### src/rtl/pipe_skid_reg.sv
// rtl/pipe_skid_reg.sv - two-entry valid/ready skid buffer with registered ready
// in_ready, out_valid and level decode from state only, so no combinational path crosses the stage.
module pipe_skid_reg #(
    parameter int                    DATA_WIDTH  = 32,
    parameter logic [DATA_WIDTH-1:0] RESET_VALUE = '0
) (
    input  logic                  clock,
    input  logic                  reset,
    input  logic                  in_valid,
    output logic                  in_ready,
    input  logic [DATA_WIDTH-1:0] in_data,
    output logic                  out_valid,
    input  logic                  out_ready,
    output logic [DATA_WIDTH-1:0] out_data,
    output logic [1:0]            level
);

    typedef enum logic [1:0] {
        EMPTY = 2'd0,
        BUSY  = 2'd1,
        FULL  = 2'd2
    } state_t;

    state_t                state_q, state_d;
    logic [DATA_WIDTH-1:0] main_q, main_d;
    logic [DATA_WIDTH-1:0] skid_q, skid_d;
    logic                  in_fire;
    logic                  out_fire;

    assign out_valid = (state_q != EMPTY);
    assign in_ready  = (state_q != FULL);
    assign out_data  = main_q;
    assign in_fire   = in_valid & in_ready;
    assign out_fire  = out_valid & out_ready;

    always_comb begin
        level = 2'd0;
        case (state_q)
            EMPTY:   level = 2'd0;
            BUSY:    level = 2'd1;
            FULL:    level = 2'd2;
            default: level = 2'd0;
        endcase
    end

    always_comb begin
        state_d = state_q;
        main_d  = main_q;
        skid_d  = skid_q;
        case (state_q)
            EMPTY: begin
                if (in_fire) begin
                    main_d  = in_data;
                    state_d = BUSY;
                end
            end
            BUSY: begin
                if (in_fire && out_fire) begin
                    main_d = in_data;
                end else if (in_fire) begin
                    skid_d  = in_data;
                    state_d = FULL;
                end else if (out_fire) begin
                    state_d = EMPTY;
                end
            end
            FULL: begin
                // Upstream stays blocked this cycle; the skid word moves forward first.
                if (out_fire) begin
                    main_d  = skid_q;
                    state_d = BUSY;
                end
            end
            default: state_d = EMPTY;
        endcase
    end

    always_ff @(posedge clock) begin
        if (reset) begin
            state_q <= EMPTY;
            main_q  <= RESET_VALUE;
            skid_q  <= RESET_VALUE;
        end else begin
            state_q <= state_d;
            main_q  <= main_d;
            skid_q  <= skid_d;
        end
    end

endmodule

### config.mk
export PLATFORM = sky130hd
export DESIGN_NAME = pipe_skid_reg
export DESIGN_NICKNAME = d
export VERILOG_FILES = /design/src/rtl/pipe_skid_reg.sv
export SDC_FILE = /design/constraint.sdc
export NUM_CORES = 1
export LEC_CHECK = 0
export CORE_MARGIN = 3
export CORE_UTILIZATION = 35
export CTS_CLUSTER_DIAMETER = 120
export DETAILED_ROUTE_END_ITERATION = 16
export PLACE_DENSITY = 0.62
export SYNTH_ARGS = -nofsm -noshare
export SYNTH_HDL_FRONTEND = slang
export SYNTH_SLANG_ARGS = --single-unit
### constraint.sdc
create_clock -name clock -period 2 [get_ports clock]
set_input_delay 0.2 -clock clock [delete_from_list [all_inputs] [get_ports clock]]
set_output_delay 0.2 -clock clock [all_outputs]
set_load 0.02 [all_outputs]
==> results.sh <==
export IMPL_status="completed"
export IMPL_critPathMaxFanout=9
export IMPL_grt_pass1_vias=2396
export IMPL_yosys_warnings=0
export IMPL_synth_area_leader_cell="dfxtp_1"
export IMPL_synth_ff_latch_count=66
export IMPL_grt_usage=0.161
export IMPL_antenna_diode_count=0
export IMPL_worst_slew_margin_rel=0.641
export IMPL_cp_data_arrival_time_ns=1.61
export IMPL_synth_edf_count=0
export IMPL_dp_cells=464
export IMPL_cts_hold_buf=0
export IMPL_r2r_start="state_q[0]"
export IMPL_gp_congestion=0.743
export IMPL_startpoint="state_q[0]"
export IMPL_crit_path_end_kind="primary output"
export IMPL_core_area_um2=8260
export IMPL_layout_cells_non_filler=480
export IMPL_clockRootBuffer="clkbuf_8"
export IMPL_crit_slowest_cell="clkdlybuf4s50_1"
export IMPL_stdcell_area_um2=3960
export IMPL_fp_dieArea_um2=9700
export IMPL_rsz0062_at_grt="no"
export IMPL_numCtsBuffers=9
export IMPL_postLayoutSetupSlackWorst_ns=0.186
export IMPL_synthArstFlopShare=0
export IMPL_ant_nets=0
export IMPL_ys_dominant_reg_cell="dfxtp_1"
export IMPL_fin_setup_tns_ns=0
export IMPL_first_iter_violations=106
export IMPL_skew_ns=0.0117
export IMPL_fin_crit_ns=1.81
export IMPL_slowest_delay_ns=0.61
export IMPL_yosysSeqAreaShare=0.441
export IMPL_cts_sink_count=66
export IMPL_critPathBufInv=1
export IMPL_ir_drop_v=0.000363
export IMPL_finalHoldViolations=0
export IMPL_maxCapViolations=0
export IMPL_cp_start_kind="register"
export IMPL_yosys_top_cells_area="dfxtp_1 (44%), a211oi_2 (13%), mux2i_1 (11%)"
export IMPL_rows=33
export IMPL_critical_path_top_delay_family="buffers and inverters"
export IMPL_p_per_area_nw_per_um2=775
export IMPL_syn_area_um2=2990
export IMPL_routed_wl_um=7650
export IMPL_min_period_over_period=0.907
export IMPL_synth_nets=346
export IMPL_leakage_uw=0.00154
export IMPL_grt_overflow=0
export IMPL_path_clk_slew_ns=0.08
export IMPL_initial_core_util=0.363
export IMPL_avgSynthCellArea_um2=9.66
export IMPL_slew_violations=0
export IMPL_regArea_um2=1320
export IMPL_pre_cts_slack_ns=0.123
export IMPL_grt_first_pass_wirelength_um=12600
export IMPL_cp_required_ns=1.80
export IMPL_fillers=803
export IMPL_antenna_found_initial=0
export IMPL_min_from="reset"
export IMPL_hp_class="input pin to register"
export IMPL_drive_gt1_frac=0.176
export IMPL_pin_count=72
export IMPL_path_cells="nand2b_2 > clkdlybuf4s50_1"
export IMPL_fin_nets=406
export IMPL_first_pass_iters=4
export IMPL_multi_input_area_um2=1510
export IMPL_tritoncts="built"
export IMPL_netlist_cell_type_count=24
export IMPL_synth_cells=310
export IMPL_tightest_slew_ns=0.538
export IMPL_route_detailed_drc=0
export IMPL_hpwl_um=4830
export IMPL_clockBufferDepth=2
export IMPL_h_tree_depth=3
export IMPL_wire_per_inst_um=15.9
export IMPL_clock_latency_ns=0.34
export IMPL_vias=2465
export IMPL_die_height_um=98.5
export IMPL_synth_top_area_frac=0.441
export IMPL_grt_max_degree=67
export IMPL_postPlaceCellArea_um2=3780
export IMPL_fmax_mhz=551
export IMPL_worstSetupPathType="register to primary output"
export IMPL_die_w_um=98.5
export IMPL_setup_violations=0
export IMPL_areaGrowthSynthToFinish_pct=32.3
export IMPL_routed_via_density=5.14
export IMPL_port_buffers=71
[cells by family after synthesis]
group,synth area share
buffers and inverters,0.0652
and+or+nand+nor,0.108
DFF,0.441
AOI/OAI and AO/OA,0.278
muxes,0.107
[cell usage after synthesis, types with 2 or more instances]
cell type,n
a211oi_1,34
a211oi_2,30
a21oi_1,33
buf_2,12
buf_4,5
buf_6,4
clkbuf_1,13
dfxtp_1,66
mux2i_1,32
nand2_1,65
nand2b_1,2
nor2b_1,2
[cell usage in the layout (no fill, tap or decap), drive strengths merged]
master	n
nor2	1
or2	1
clkinv	4
o21a	1
clkdlybuf4s50	70
and3b	1
or3b	1
and2	1
mux2i	32
a21o	2
nor4bb	1
a211oi	64
nor2b	2
dfxtp	66
a21oi	33
nand2	65
clkbuf	9
inv	3
buf	13
nand2b	2
o21bai	1
nand4bb	1
clkinvlp	1
[timing repair]
item,in CTS,in global routing
buffers inserted,0,0
setup endpoints to repair,0,1
endpoints found under the hold margin,0,0
gates resized for setup,0,1
[flip-flops by register name, indices dropped and copies added (netlist names)]
register / cells
out_data: 32
skid_q: 32
state_q: 2
[stage by stage]
stage / hold slack (ns) / total power (uW) / util
final: 0.364 / 3070 / 0.480
after global routing: 0.371 / 3230 / 0.480
after CTS: 0.357 / 3110 / 0.480
after detailed placement: 0.446 / 2100 / 0.458
after global placement: 0.441 / 2090 / 0.458
after floorplan: 0.336 / 1830 / -
[where the power goes]
group          internal, uW  switching (uW)
Sequential             1390            52.9
Clock                   458             547
Combinational           305             316
Total                  2160             916
[area by class of cell]
| class | instances | share of cell area |
|---|---|---|
| clock buffer | 9 | 0.0313 |
| clock inverter | 7 | 0.0133 |
| inverter | 1 | 0.000947 |
| multi-input combinational | 209 | 0.380 |
| sequential | 66 | 0.334 |
| tap | 105 | 0.0332 |
| timing repair buffer | 83 | 0.207 |
[metal layers]
| metal | part of all wire | GRT usage | routed length (um) |
|---|---|---|---|
| met5 | 0 | 0 | 0 |
| met4 | 0.0041 | 0.0378 | 31 |
| met3 | 0.049 | 0.0531 | 376 |
| met2 | 0.49 | 0.262 | 3730 |
| met1 | 0.46 | 0.210 | 3520 |
[final timing paths]
path | cells after the start | slack (ns) | end
worst min register to register | 2 | 0.45 | skid_q[19]
worst max register to register | 4 | 0.46 | out_data[0]
worst max-delay path | 2 | 0.19 | in_ready
worst min-delay path | 3 | 0.36 | skid_q[8]
[worst reg2reg max path: stages, from the launching register on]
cell,delay [ns]
dfxtp_1,0.47
nand2b_2,0.20
buf_4,0.31
mux2i_1,0.33
a211oi_2,0.11
(Power assumes the default switching activity.)
